File: src/rtl/apb_relay_sequencer_if.sv
// Command handshake and APB requester signals shared by the relay sequencer
// (master modport) and its command source / APB completer (slave modport).
interface apb_relay_sequencer_if #(
  parameter int ADDR_WIDTH = 16,
  parameter int DATA_WIDTH = 16
);
  logic                  cmd_valid;
  logic                  cmd_ready;
  logic [1:0]            cmd_channel;
  logic                  cmd_dir;
  logic                  done;
  logic                  err;
  logic [1:0]            err_code;
  logic                  busy;
  logic                  psel;
  logic                  penable;
  logic                  pwrite;
  logic [ADDR_WIDTH-1:0] paddr;
  logic [DATA_WIDTH-1:0] pwdata;
  logic                  pready;
  logic [DATA_WIDTH-1:0] prdata;
  logic                  pslverr;

  modport master (
    input  cmd_valid, cmd_channel, cmd_dir, pready, prdata, pslverr,
    output cmd_ready, done, err, err_code, busy,
           psel, penable, pwrite, paddr, pwdata
  );

  modport slave (
    output cmd_valid, cmd_channel, cmd_dir, pready, prdata, pslverr,
    input  cmd_ready, done, err, err_code, busy,
           psel, penable, pwrite, paddr, pwdata
  );
endinterface

File: src/rtl/apb_relay_sequencer.sv
// APB requester: writes a relay toggle command, then polls the status busy bit
// until it clears. Define RELAY_SEQ_PREADY_WATCHDOG_EN to abort stalled accesses.
module apb_relay_sequencer #(
  parameter int                    ADDR_WIDTH  = 16,
  parameter int                    DATA_WIDTH  = 16,
  parameter logic [ADDR_WIDTH-1:0] TOGGLE_ADDR = 16'h0000,
  parameter logic [ADDR_WIDTH-1:0] STAT_ADDR   = 16'h0020,
  parameter int                    POLL_GAP    = 32,
  parameter int                    MAX_POLLS   = 4096
) (
  input logic                   pclk,
  input logic                   preset_n,
  apb_relay_sequencer_if.master bus
);

  if (DATA_WIDTH != 16) begin : g_bad_data_width
    $error("apb_relay_sequencer: DATA_WIDTH must be 16");
  end
  if (POLL_GAP < 1) begin : g_bad_poll_gap
    $error("apb_relay_sequencer: POLL_GAP must be at least 1");
  end
  if (MAX_POLLS < 1) begin : g_bad_max_polls
    $error("apb_relay_sequencer: MAX_POLLS must be at least 1");
  end

  typedef enum logic [2:0] {
    S_IDLE,
    S_WR_SETUP,
    S_WR_ACCESS,
    S_GAP,
    S_RD_SETUP,
    S_RD_ACCESS,
    S_FINISH
  } state_t;

  typedef enum logic [1:0] {
    CODE_OK      = 2'd0,
    CODE_WR_ERR  = 2'd1,
    CODE_RD_ERR  = 2'd2,
    CODE_TIMEOUT = 2'd3
  } code_t;

  localparam int              GCW        = (POLL_GAP > 1) ? $clog2(POLL_GAP) : 1;
  localparam int              PCW        = $clog2(MAX_POLLS + 1);
  localparam logic [GCW-1:0]  GAP_LAST   = GCW'(POLL_GAP - 1);
  localparam logic [PCW-1:0]  POLL_LIMIT = PCW'(MAX_POLLS);

  state_t         state_q, state_d;
  code_t          code_q, code_d;
  logic [1:0]     chan_q, chan_d;
  logic           dir_q, dir_d;
  logic [GCW-1:0] gap_q, gap_d;
  logic [PCW-1:0] poll_q, poll_d;
  logic [PCW-1:0] poll_inc;
  logic           wdog_expired;

  logic                  cmd_ready;
  logic                  done;
  logic                  err;
  logic [1:0]            err_code;
  logic                  busy;
  logic                  psel;
  logic                  penable;
  logic                  pwrite;
  logic [ADDR_WIDTH-1:0] paddr;
  logic [DATA_WIDTH-1:0] pwdata;
  logic                  rdata_unused;

  // Only the busy flag of the status register matters here.
  assign rdata_unused = ^bus.prdata[DATA_WIDTH-1:1];

  // Gating with preset_n keeps cmd_ready low while reset is held.
  assign cmd_ready = (state_q == S_IDLE) && preset_n;
  assign poll_inc  = poll_q + PCW'(1);

`ifdef RELAY_SEQ_PREADY_WATCHDOG_EN
  logic [15:0] wdog_q, wdog_d;

  always_comb begin
    wdog_d = '0;
    if (((state_q == S_WR_ACCESS) || (state_q == S_RD_ACCESS)) && !bus.pready) begin
      wdog_d = wdog_q + 16'd1;
    end
  end

  always_ff @(posedge pclk or negedge preset_n) begin
    if (!preset_n) begin
      wdog_q <= '0;
    end else begin
      wdog_q <= wdog_d;
    end
  end

  assign wdog_expired = (wdog_q == 16'hFFFF);
`else
  assign wdog_expired = 1'b0;
`endif

  always_comb begin
    state_d  = state_q;
    code_d   = code_q;
    chan_d   = chan_q;
    dir_d    = dir_q;
    gap_d    = '0;
    poll_d   = poll_q;
    done     = 1'b0;
    err      = 1'b0;
    err_code = 2'd0;
    busy     = 1'b0;
    psel     = 1'b0;
    penable  = 1'b0;
    pwrite   = 1'b0;
    paddr    = '0;
    pwdata   = '0;

    case (state_q)
      S_IDLE: begin
        if (bus.cmd_valid && cmd_ready) begin
          chan_d  = bus.cmd_channel;
          dir_d   = bus.cmd_dir;
          poll_d  = '0;
          code_d  = CODE_OK;
          state_d = S_WR_SETUP;
        end
      end

      S_WR_SETUP, S_WR_ACCESS: begin
        busy    = 1'b1;
        psel    = 1'b1;
        penable = (state_q == S_WR_ACCESS);
        pwrite  = 1'b1;
        paddr   = TOGGLE_ADDR;
        pwdata  = {dir_q, 13'b0, chan_q};
        if (state_q == S_WR_SETUP) begin
          state_d = S_WR_ACCESS;
        end else if (bus.pready) begin
          if (bus.pslverr) begin
            code_d  = CODE_WR_ERR;
            state_d = S_FINISH;
          end else begin
            state_d = S_GAP;
          end
        end else if (wdog_expired) begin
          code_d  = CODE_TIMEOUT;
          state_d = S_FINISH;
        end
      end

      S_GAP: begin
        busy = 1'b1;
        if (gap_q == GAP_LAST) begin
          state_d = S_RD_SETUP;
        end else begin
          gap_d = gap_q + GCW'(1);
        end
      end

      S_RD_SETUP, S_RD_ACCESS: begin
        busy    = 1'b1;
        psel    = 1'b1;
        penable = (state_q == S_RD_ACCESS);
        paddr   = STAT_ADDR;
        if (state_q == S_RD_SETUP) begin
          state_d = S_RD_ACCESS;
        end else if (bus.pready) begin
          if (bus.pslverr) begin
            code_d  = CODE_RD_ERR;
            state_d = S_FINISH;
          end else if (!bus.prdata[0]) begin
            code_d  = CODE_OK;
            state_d = S_FINISH;
          end else begin
            poll_d = poll_inc;
            if (poll_inc == POLL_LIMIT) begin
              code_d  = CODE_TIMEOUT;
              state_d = S_FINISH;
            end else begin
              state_d = S_GAP;
            end
          end
        end else if (wdog_expired) begin
          code_d  = CODE_TIMEOUT;
          state_d = S_FINISH;
        end
      end

      S_FINISH: begin
        done     = 1'b1;
        err      = (code_q != CODE_OK);
        err_code = code_q;
        state_d  = S_IDLE;
      end

      default: begin
        state_d = S_IDLE;
      end
    endcase
  end

  // Control state: asynchronous reset drops the APB strobes immediately.
  always_ff @(posedge pclk or negedge preset_n) begin
    if (!preset_n) begin
      state_q <= S_IDLE;
      code_q  <= CODE_OK;
      gap_q   <= '0;
      poll_q  <= '0;
    end else begin
      state_q <= state_d;
      code_q  <= code_d;
      gap_q   <= gap_d;
      poll_q  <= poll_d;
    end
  end

  // Latched command payload; only observed while a command is in flight.
  always_ff @(posedge pclk) begin
    chan_q <= chan_d;
    dir_q  <= dir_d;
  end

  assign bus.cmd_ready = cmd_ready;
  assign bus.done      = done;
  assign bus.err       = err;
  assign bus.err_code  = err_code;
  assign bus.busy      = busy;
  assign bus.psel      = psel;
  assign bus.penable   = penable;
  assign bus.pwrite    = pwrite;
  assign bus.paddr     = paddr;
  assign bus.pwdata    = pwdata;

endmodule

File: src/flat_wrapper.sv
// flat-port wrapper written by rule: the top's interface ports become plain ports
module apb_relay_sequencer_flat 
#(
  parameter int                    ADDR_WIDTH  = 16,
  parameter int                    DATA_WIDTH  = 16,
  parameter logic [ADDR_WIDTH-1:0] TOGGLE_ADDR = 16'h0000,
  parameter logic [ADDR_WIDTH-1:0] STAT_ADDR   = 16'h0020,
  parameter int                    POLL_GAP    = 32,
  parameter int                    MAX_POLLS   = 4096
)
  (pclk, preset_n, bus_cmd_valid, bus_cmd_channel, bus_cmd_dir, bus_pready, bus_prdata, bus_pslverr, bus_cmd_ready, bus_done, bus_err, bus_err_code, bus_busy, bus_psel, bus_penable, bus_pwrite, bus_paddr, bus_pwdata);
  apb_relay_sequencer_if #(.ADDR_WIDTH(ADDR_WIDTH), .DATA_WIDTH(DATA_WIDTH)) bus_i ();
  input logic pclk;
  input logic preset_n;
  input wire logic [$bits(bus_i.cmd_valid)-1:0] bus_cmd_valid;
  input wire logic [$bits(bus_i.cmd_channel)-1:0] bus_cmd_channel;
  input wire logic [$bits(bus_i.cmd_dir)-1:0] bus_cmd_dir;
  input wire logic [$bits(bus_i.pready)-1:0] bus_pready;
  input wire logic [$bits(bus_i.prdata)-1:0] bus_prdata;
  input wire logic [$bits(bus_i.pslverr)-1:0] bus_pslverr;
  output wire logic [$bits(bus_i.cmd_ready)-1:0] bus_cmd_ready;
  output wire logic [$bits(bus_i.done)-1:0] bus_done;
  output wire logic [$bits(bus_i.err)-1:0] bus_err;
  output wire logic [$bits(bus_i.err_code)-1:0] bus_err_code;
  output wire logic [$bits(bus_i.busy)-1:0] bus_busy;
  output wire logic [$bits(bus_i.psel)-1:0] bus_psel;
  output wire logic [$bits(bus_i.penable)-1:0] bus_penable;
  output wire logic [$bits(bus_i.pwrite)-1:0] bus_pwrite;
  output wire logic [$bits(bus_i.paddr)-1:0] bus_paddr;
  output wire logic [$bits(bus_i.pwdata)-1:0] bus_pwdata;
  assign bus_i.cmd_valid = bus_cmd_valid;
  assign bus_i.cmd_channel = bus_cmd_channel;
  assign bus_i.cmd_dir = bus_cmd_dir;
  assign bus_i.pready = bus_pready;
  assign bus_i.prdata = bus_prdata;
  assign bus_i.pslverr = bus_pslverr;
  assign bus_cmd_ready = bus_i.cmd_ready;
  assign bus_done = bus_i.done;
  assign bus_err = bus_i.err;
  assign bus_err_code = bus_i.err_code;
  assign bus_busy = bus_i.busy;
  assign bus_psel = bus_i.psel;
  assign bus_penable = bus_i.penable;
  assign bus_pwrite = bus_i.pwrite;
  assign bus_paddr = bus_i.paddr;
  assign bus_pwdata = bus_i.pwdata;
  apb_relay_sequencer #(.ADDR_WIDTH(ADDR_WIDTH), .DATA_WIDTH(DATA_WIDTH), .TOGGLE_ADDR(TOGGLE_ADDR), .STAT_ADDR(STAT_ADDR), .POLL_GAP(POLL_GAP), .MAX_POLLS(MAX_POLLS)) u_core (.pclk(pclk), .preset_n(preset_n), .bus(bus_i));
endmodule
File: config.mk
export PLATFORM = sky130hd
export DESIGN_NAME = apb_relay_sequencer_flat
export DESIGN_NICKNAME = d
export VERILOG_FILES = /design/src/rtl/apb_relay_sequencer_if.sv /design/src/rtl/apb_relay_sequencer.sv /design/src/flat_wrapper.sv
export SDC_FILE = /design/constraint.sdc
export NUM_CORES = 1
export LEC_CHECK = 0
export ABC_AREA = 1
export CORE_MARGIN = 2
export CORE_UTILIZATION = 45
export DETAILED_ROUTE_END_ITERATION = 6
export HOLD_SLACK_MARGIN = 0.15
export PLACE_DENSITY_LB_ADDON = 0.05
export SLEW_MARGIN = 5
export SYNTH_ARGS = -nofsm -noshare
export SYNTH_HDL_FRONTEND = slang
export SYNTH_SLANG_ARGS = --single-unit
File: constraint.sdc
create_clock -name pclk -period 2.71 [get_ports pclk]
set_clock_uncertainty 0.15 [all_clocks]
set_input_delay 0.6775 -clock pclk [delete_from_list [all_inputs] [get_ports pclk]]
set_output_delay 0.6775 -clock pclk [all_outputs]
set_load 0.005 [all_outputs]
### Word level (Yosys, flattened, before mapping)

Cells that the tools add are included.
Widths: inputs -> output; s select.

* logic and storage cells: 80
* bits of input ports: 24
* output and inout bits: 41
* register bits after elaboration: 26

* reduce and logical (&&, ||, !) cells: 14
* eq/ne operators: 20
* $add $sub $neg: 2
* multiplexer cells: 38

Operator list (number)
* $mux 13: 5
* $mux 3: 10
* $pmux 13 s2: 1
* $mux 2: 10
* $mux 16: 1
* $ne 2x2->1 const B: 8
* $add 13x1->13 const B: 1
* $eq 13x13->1 const B: 1
* $pmux 3 s4: 1
* $mux 5: 2
* $eq 3x3->1 const B: 3
* $reduce_and 8->1: 1
* $eq 3x2->1 const B: 2
* $mux 6: 1
* $ne 3x2->1 const B: 2
* $pmux 2 s3: 1
* $reduce_and 6->1: 1
* $add 5x1->5 const B: 1
* $eq 5x5->1 const B: 1
* $mux 1: 5
* $reduce_or 5->1: 1
* $ne 4x3->1 const B: 1
* $reduce_and 4->1: 1
* $reduce_bool 2->1: 2
* other kinds (9): 11

### Logic depth before layout (Yosys ltp)

Gate-level depths: netlist of the first run.

* depth in word-level cells: 8
* mapped depth: 14
* gate-level depth less buffers: 14

### Worst setup path after synthesis of the first run

No wires, ideal clock.

* kind: register to output
* from: register u_core.state_q[1]
* to: output port bus_pwdata[0]
* arrival: 1.216 ns
* stages on the path, launching flop included: 6
* setup slack: 0.666 ns
* path buffers: 0
* path through: dfrtp_1 inv_2 nand2_1 o21ai_0 inv_1 nor2_1

* cells in the longest elaborated chain, start to end: 3
* elaborated cells between the ends (all ways): 4
* those cells by class: 2 x eq/ne; 1 x mux; 1 x reduce/logical

RTL lines
* from (decl): RTL line apb_relay_sequencer.sv:48 `state_t state_q, state_d;`
* from (signal assigned): RTL line apb_relay_sequencer.sv:208 `state_q <= state_d;`
* $eq 3x1->1 / $eq 3x2->1 (equally long branches): RTL line apb_relay_sequencer.sv:116 `case (state_q)`
* $reduce_or 2->1 (*): RTL line apb_relay_sequencer.sv:116
* $mux 16 (*): RTL line apb_relay_sequencer.sv:116
* to (decl): RTL line flat_wrapper.sv:30 `output wire logic [$bits(bus_i.pwdata)-1:0] bus_pwdata;`

Mark *: on every way between the ends. The rest lies on a longest branch, timed or not.

### Final worst setup path of the first run

* from: register u_core.state_q[0]
* to: output port bus_pwdata[1]

Same word-level chain as after synthesis.

==> results of run 1 <==
==> cell type report <==
class	instances	area, um2	share of cell area
Clock buffer	4	45.0	0.0215
Inverter	33	126	0.0602
Multi-Input combinational cell	184	906	0.431
Sequential cell	26	668	0.318
Tap cell	50	62.6	0.0298
Timing Repair Buffer	30	292	0.139
==> worst reg2reg max path, cell delays in order, from the launching register on <==
cell and delay (ps):
dfrtp_1 420, ha_1 220, nand2_1 130, nor2_1 350, nand2_1 100, nand2_1 70, nand2_1 60, nor2_1 120
nand3_1 130, nand2_1 100, nand2_1 100, nand2_1 70, o21ai_0 60
==> cells by family (layout without fill, tap and decap cells) <==
kind of cell	count (synthesis)	after routing	synth area share
fa+ha+maj	3	3	0.0206
compound gates	29	29	0.0914
buf+inv	63	67	0.197
flops	26	26	0.366
other cells	1	28	0.00206
simple gates	121	121	0.309
xor+xnor	3	3	0.0144
==> Yosys cell counts (all sizes together) (2+ instances only) <==
cell / number
a21oi: 5
buf: 30
dfrtp: 23
edfxtp: 3
ha: 3
inv: 33
nand2: 61
nand3: 14
nand4: 2
nor2: 35
nor3: 5
o21ai: 19
o22ai: 2
or2: 2
xor2: 3
==> metrics by stage <==
stage / utilization / area [um2] / total power [W]
after global routing: 0.533 / 2100 / 0.00202
final: 0.533 / 2100 / 0.00184
after global placement: 0.512 / 2020 / 0.00157
after floorplan: - / 1920 / 0.00124
after detailed placement: 0.512 / 2020 / 0.00157
after CTS: 0.526 / 2070 / 0.00182
==> worst min path at each step <==
| stage | from | endpoint | slack (ps) | cells after the start |
|---|---|---|---|---|
| 2_1_floorplan | preset_n | u_core.code_q[0] | 230 | 0 |
| 3_3_place_gp | u_core.gap_q[0] | u_core.gap_q[0] | 300 | 1 |
| 3_5_place_dp | u_core.gap_q[0] | u_core.gap_q[0] | 310 | 1 |
| 4_1_cts | u_core.gap_q[0] | u_core.gap_q[0] | 330 | 1 |
| 5_1_grt | u_core.gap_q[0] | u_core.gap_q[0] | 350 | 1 |
| 6_report | u_core.gap_q[0] | u_core.gap_q[0] | 320 | 1 |
==> flip-flops by register name (all words and copies together), names as in the netlist <==
register,cells
u_core.state_q,3
u_core.dir_q,1
u_core.chan_q,2
u_core.gap_q,5
u_core.poll_q,13
u_core.code_q,2
==> power by group through the flow <==
stage / Sequential (W) / Combinational [W] / Clock (W)
after floorplan: 0.000591 / 0.000649 / 0
after global placement: 0.000620 / 0.000951 / 0
after detailed placement: 0.000618 / 0.000952 / 0
after CTS: 0.000615 / 0.000970 / 0.000237
after global routing: 0.000637 / 0.00113 / 0.000252
final: 0.000617 / 0.000994 / 0.000226
==> per-layer routing <==
metal / up-vias / wire length (um) / global-route usage
li1: 784 / - / -
met1: 654 / 1750 / 0.241
met2: 40 / 1580 / 0.281
met3: 4 / 134 / 0.0200
met4: 0 / 44 / 0.0536
met5: - / 0 / 0
==> timing repair <==
item	4_1_cts	5_1_grt
pin swaps	1	1
setup endpoints to repair	8	7
buffers inserted	1	2
resized for setup	4	4
==> run summary, run 1 <==
Outcome - finished clean
RSZ-0062 raised after global routing - no
Most frequent cells in the layout - 59 x nand2_1, 31 x nor2_1, 28 x inv_1, 28 x conb_1, 21 x dfrtp_1
CP Capture Point - bus_pwdata[1]
Clock latency on the worst-skew pair - 270 ps
Final Non-Filler Cells - 327
FF-to-FF Start - u_core.poll_q[0]
Cells after DPL - 320
Reg2Reg Capture Point - u_core.code_q[1]
Number of global-route vias before repair - 1369
Overflow after GRT - 0
Layout cells sized above 1 - 0.112
Max Cap Viol - 0
WP buf/inv - 2
Mapped Avg Cell Area - 7.40 um2
Synth Instances - 246
Inserted Diodes - 0
Setup TNS - 0 ps
Port Buffer Count - 21
Mapped cell area - 0.00182 mm2
PwrDens - 875 mW/mm2
Critical-path cell list - nor2_8 -> nand2_1 -> o21ai_2 -> inv_2 -> nor2_1 -> clkdlybuf4s50_1
Pin count of the biggest net entering global routing - 24
Crit Path Max Fanout - 8
Worst setup path start - u_core.state_q[0]
Die width - 67.6 um
Main synth FF type - dfrtp_1
DRC viols - 0
Initial antenna violation count - 0
Die Ht - 67.6 um
Sequential-to-total area share from yosys stat - 0.366
CTS buffer count - 3
CTS H-tree lvls - 1
Final wirelength - 3510 um
Commonest non-fill, non-tap cell in the layout - nand2_1
RD Place Congestion - 0.818
Root buffer cell - clkbuf_8
Hold WC Path Type - flip-flop to flip-flop
Crit path time final - 2600 ps
Routed Antenna Nets - 0
WP data required - 1880 ps
WL/cell - 10.7 um
Area Overhead vs Synth - 15.3%
Worst Path Arrival - 1770 ps
CTS Buffer Depth - 2
Clock sinks - 26
Core Rows - 23
Post-synth EDFFs - 3
Crit Path Class - flip-flop to output port
Fin nets - 305
Clock power share - 0.123
Hold_buf cts - 0
Final hold violation count - 0
Sw frac - 0.415
Register bit total from synthesis - 26
Seq pwr share - 0.336
R2R setup slack - 540 ps
YS warnings - 0
Synth top area cells - dfrtp_1 32%, nand2_1 12%, buf_4 12%, nor2_1 6.4%, inv_1 6.0%
Dpl ws - 14.0 ps
Setup-failing EPs final - 0
Vias per cell - 4.53
DR pass1 iterations - 4
Fillers - 416
CTS tree - done
Post-DP HPWL - 2730 um
Pint - 0.00107 W
Max Freq - 0.385 GHz
Initial core utilization - 0.462
WP depth - 6
Startpoint types - flip-flop
Boundary Pins - 65
Slowest cell on the critical path - clkdlybuf4s50_1
First-pass GRT wire length - 6020 um
Max Slew Vio Count - 0
Initial drt markers - 61
Core area - 0.00394 mm2
CP max stage delay - 510 ps
Total GRT Usage - 0.173
Distinct cells, synth - 32
Area share of the largest cell type after synthesis - 0.316
Period Utilization, post-route - 0.959
Post-synth top area cell - dfrtp_1
Combinational fraction of design power - 0.541
CP Capture Type - output port
Cell family with most CP delay - buffers and inverters
P_leak - 1.02 nW
Vias - 1482
Min setup slack post-route - 112 ps
Synth async-reset ratio - 0.885
Clock transition at path regs - 90 ps
Hold WS - 322 ps
Die area - 0.00457 mm2
Peak supply drop - 0.000398 V
Net Switching - 0.000762 W
Reg2Reg Depth - 12
(Power assumes the default switching activity.)
==> run 2: changes to the inputs <==
--- a/config.mk
+++ b/config.mk
@@ -6,7 +6,7 @@
 export NUM_CORES = 1
 export LEC_CHECK = 0
-export ABC_AREA = 1
+export CAP_MARGIN = 20
 export CORE_MARGIN = 2
-export CORE_UTILIZATION = 45
+export CORE_UTILIZATION = 46
 export DETAILED_ROUTE_END_ITERATION = 6
 export HOLD_SLACK_MARGIN = 0.15
--- a/constraint.sdc
+++ b/constraint.sdc
@@ -3,3 +3,3 @@
 set_input_delay 0.6775 -clock pclk [delete_from_list [all_inputs] [get_ports pclk]]
 set_output_delay 0.6775 -clock pclk [all_outputs]
-set_load 0.005 [all_outputs]
+set_load 0.1 [all_outputs]
==> run 2 against run 1 <==
Die area grew 2.4%. Routed wire length up 24%. Cell area increased by 12%. Area after synthesis grew 4.8%. Largest power group unchanged.
==> run summary, run 2 <==
Worst Path Arrival - 1700 ps (was 1770 ps)
Worst-margin pin slew - 816 ps
Max Cap Viol - 0 (unchanged)
YS warnings - 0 (unchanged)
Clock transition at path regs - 100 ps (was 90 ps)
WP data required - 1880 ps (about the same)
Die area - 0.00468 mm2 (was 0.00457 mm2)
Hold WC Path Type - flip-flop to flip-flop (unchanged)
Reg2Reg Capture Point - u_core.poll_q[6] (was u_core.code_q[1])
Routed Antenna Nets - 0 (unchanged)
Vias per cell - 5.49 (was 4.53)
Worst setup path start - u_core.state_q[0] (unchanged)
CTS H-tree lvls - 1 (unchanged)
Area Overhead vs Synth - 22.8% (was 15.3%)
Power Total - 0.00266 W (was 0.00184 W)
DR pass1 iterations - 4 (unchanged)
Hold_buf cts - 0 (unchanged)
Cell family with most CP delay - flip-flops (was buffers and inverters)
CTS Buffer Depth - 2 (unchanged)
Slew HR - 0.454
Vias - 1626 (was 1482)
Startpoint types - flip-flop (unchanged)
Peak supply drop - 0.000562 V (was 0.000398 V)
Period Utilization, post-route - 0.932 (was 0.959)
Crit path time final - 2530 ps (was 2600 ps)
Die width - 68.4 um (was 67.6 um)
Mapped cell area - 0.00191 mm2 (was 0.00182 mm2)
Fin nets - 274 (was 305)
Area share of the largest cell type after synthesis - 0.302 (was 0.316)
Final hold violation count - 0 (unchanged)
CP Capture Point - bus_psel (was bus_pwdata[1])
Post-synth EDFFs - 3 (unchanged)
Cell with the most instances after synthesis - buf_4 (was nand2_1)
Main synth FF type - dfrtp_1 (unchanged)
Boundary Pins - 65 (unchanged)
Pin count of the biggest net entering global routing - 18 (was 24)
CTS buffer count - 3 (unchanged)
Hold WS - 317 ps (was 322 ps)
Initial antenna violation count - 0 (unchanged)
Die Ht - 68.4 um (was 67.6 um)
WP depth - 4 (was 6)
Total GRT Usage - 0.196 (was 0.173)
Crit Path Class - flip-flop to output port (unchanged)
Clock sinks - 26 (unchanged)
RSZ-0062 raised after global routing - no (unchanged)
Dpl ws - 33.7 ps (was 14.0 ps)
Post-synth top area cell - dfrtp_1 (unchanged)
Post-DP HPWL - 3370 um (was 2730 um)
Sequential-to-total area share from yosys stat - 0.349 (was 0.366)
Most frequent CP cell - nand2_1
Overflow after GRT - 0 (unchanged)
CP Capture Type - output port (unchanged)
PwrDens - 1130 mW/mm2 (was 875 mW/mm2)
Clock latency on the worst-skew pair - 270 ps (about the same)
CTS resizes - 0 (was 4)
Register bit total from synthesis - 26 (unchanged)
Synth async-reset ratio - 0.885 (unchanged)
Largest register FFs - 13 (unchanged)
Outcome - finished clean (unchanged)
WL/cell - 14.7 um (was 10.7 um)
Inserted Diodes - 0 (unchanged)
Number of global-route vias before repair - 1512 (was 1369)
Initial core utilization - 0.477 (was 0.462)
Synth top area cells - dfrtp_1 30%, buf_4 11%, o21ai_0 5.8%, nand2_1 5.1%, edfxtp_1 4.7% (was dfrtp_1 32%, nand2_1 12%, buf_4 12%, nor2_1 6.4%, inv_1 6.0%)
Port Buffer Count - 21 (unchanged)
DRC viols - 0 (unchanged)
Setup bufs post-CTS - 0 (was 1)
Commonest non-fill, non-tap cell in the layout - conb_1 (was nand2_1)
CTS tree - done (unchanged)
R2R setup slack - 410 ps (was 540 ps)
Min setup slack post-route - 183 ps (was 112 ps)
Initial drt markers - 115 (was 61)
Max Freq - 0.396 GHz (was 0.385 GHz)
Distinct cells, synth - 53 (was 32)
Biggest register - u_core.poll_q (unchanged)
WP buf/inv - 1 (was 2)
Core area - 0.00400 mm2 (was 0.00394 mm2)
RD Place Congestion - 0.930 (was 0.818)
Slowest cell on the critical path - dfrtp_1 (was clkdlybuf4s50_1)
CP max stage delay - 650 ps (was 510 ps)
Largest regs - u_core.poll_q x13, u_core.gap_q x5, u_core.state_q x3 (unchanged)
Most frequent cells after synthesis - 28 x buf_4, 26 x nand2_1, 23 x dfrtp_1 (was 59 x nand2_1, 31 x nor2_1, 29 x inv_1)
FF-to-FF Start - u_core.state_q[1] (was u_core.poll_q[0])
Core Rows - 23 (unchanged)
Crit Path Max Fanout - 14 (was 8)
Final wirelength - 4350 um (was 3510 um)
Mapped Avg Cell Area - 8.67 um2 (was 7.40 um2)
Most frequent cells in the layout - 28 x conb_1, 26 x nand2_1, 23 x dfrtp_1 (was 59 x nand2_1, 31 x nor2_1, 28 x inv_1, 28 x conb_1, 21 x dfrtp_1)
Max Slew Vio Count - 0 (unchanged)
First-pass GRT wire length - 6930 um (was 6020 um)
Synth Instances - 220 (was 246)
P_leak - 1.01 nW (was 1.02 nW)
Reg2Reg Depth - 7 (was 12)
Setup-failing EPs final - 0 (unchanged)
Critical-path cell list - xor2_1 -> nand2_1 -> nand2_1 -> buf_12 (was nor2_8 -> nand2_1 -> o21ai_2 -> inv_2 -> nor2_1 -> clkdlybuf4s50_1)
Layout cells sized above 1 - 0.183 (was 0.112)
Root buffer cell - clkbuf_8 (unchanged)
## run 2: cell count changes after synthesis, sizes merged, moves of 4 or more
cell    previous run  this run
buf               30        37
nor2              35        12
nand2             61        26
and3               0         9
nand3             14         6
o21ai             19        25
inv               33         4
and2               0         4
nand2b             0         4
xnor2              0         4
## run 2: cells by family (layout without fill, tap and decap cells)
| kind of cell | after synthesis | after routing | share of synthesized area |
|---|---|---|---|
| muxes | 2 | 2 | 0.0105 |
| xor gates and xnor gates | 7 | 7 | 0.0321 |
| buffers and inverters | 42 | 41 | 0.144 |
| AOI/OAI and AO/OA | 56 | 56 | 0.193 |
| DFF | 26 | 26 | 0.349 |
| adders and majority gates | 3 | 3 | 0.0197 |
| and+or+nand+nor | 83 | 83 | 0.250 |
| other | 1 | 28 | 0.00197 |
## run 2: layout make-up
class,count,area [um2]
Clock buffer,3,41.3
Clock inverter,1,30.0
Fill cell,359,1660
Inverter,4,20.0
Multi-Input combinational cell,179,1090
Sequential cell,26,666
Tap cell,50,62.6
Timing Repair Buffer,33,430
## run 2: per-stage QoR
stage,cell area [um2],TNS (ps),instances,util
after floorplan,2040,-689,247,-
after global placement,2270,0,292,0.568
after detailed placement,2270,0,292,0.568
after CTS,2340,0,296,0.586
after global routing,2340,0,296,0.586
final,2340,0,296,0.586
## run 2: how the worst min path moves through the flow
stage / end / slack, ps / cells past startpoint / start
6_report: u_core.gap_q[0] / 320 / 1 / u_core.gap_q[0]
4_1_cts: u_core.gap_q[0] / 320 / 1 / u_core.gap_q[0]
2_1_floorplan: u_core.code_q[0] / 230 / 0 / preset_n
3_5_place_dp: u_core.gap_q[0] / 310 / 1 / u_core.gap_q[0]
5_1_grt: u_core.gap_q[0] / 350 / 1 / u_core.gap_q[0]
3_3_place_gp: u_core.gap_q[0] / 290 / 1 / u_core.gap_q[0]
## run 2: per-layer routing
| metal | part of all wire | track usage | up-vias |
|---|---|---|---|
| met3 | 0.044 | 0.0280 | 10 |
| li1 | - | - | 780 |
| met5 | 0 | 0 | - |
| met2 | 0.55 | 0.370 | 57 |
| met1 | 0.39 | 0.227 | 779 |
| met4 | 0.017 | 0.0550 | 0 |
## run 2: report_power, final
part	internal [W]	switching, W	total [W]	leakage, nW
registers	0.000445	0.0000869	0.000532	0.340
clock network	0.000198	0.000130	0.000328	0.0357
logic	0.000585	0.00121	0.00180	0.633
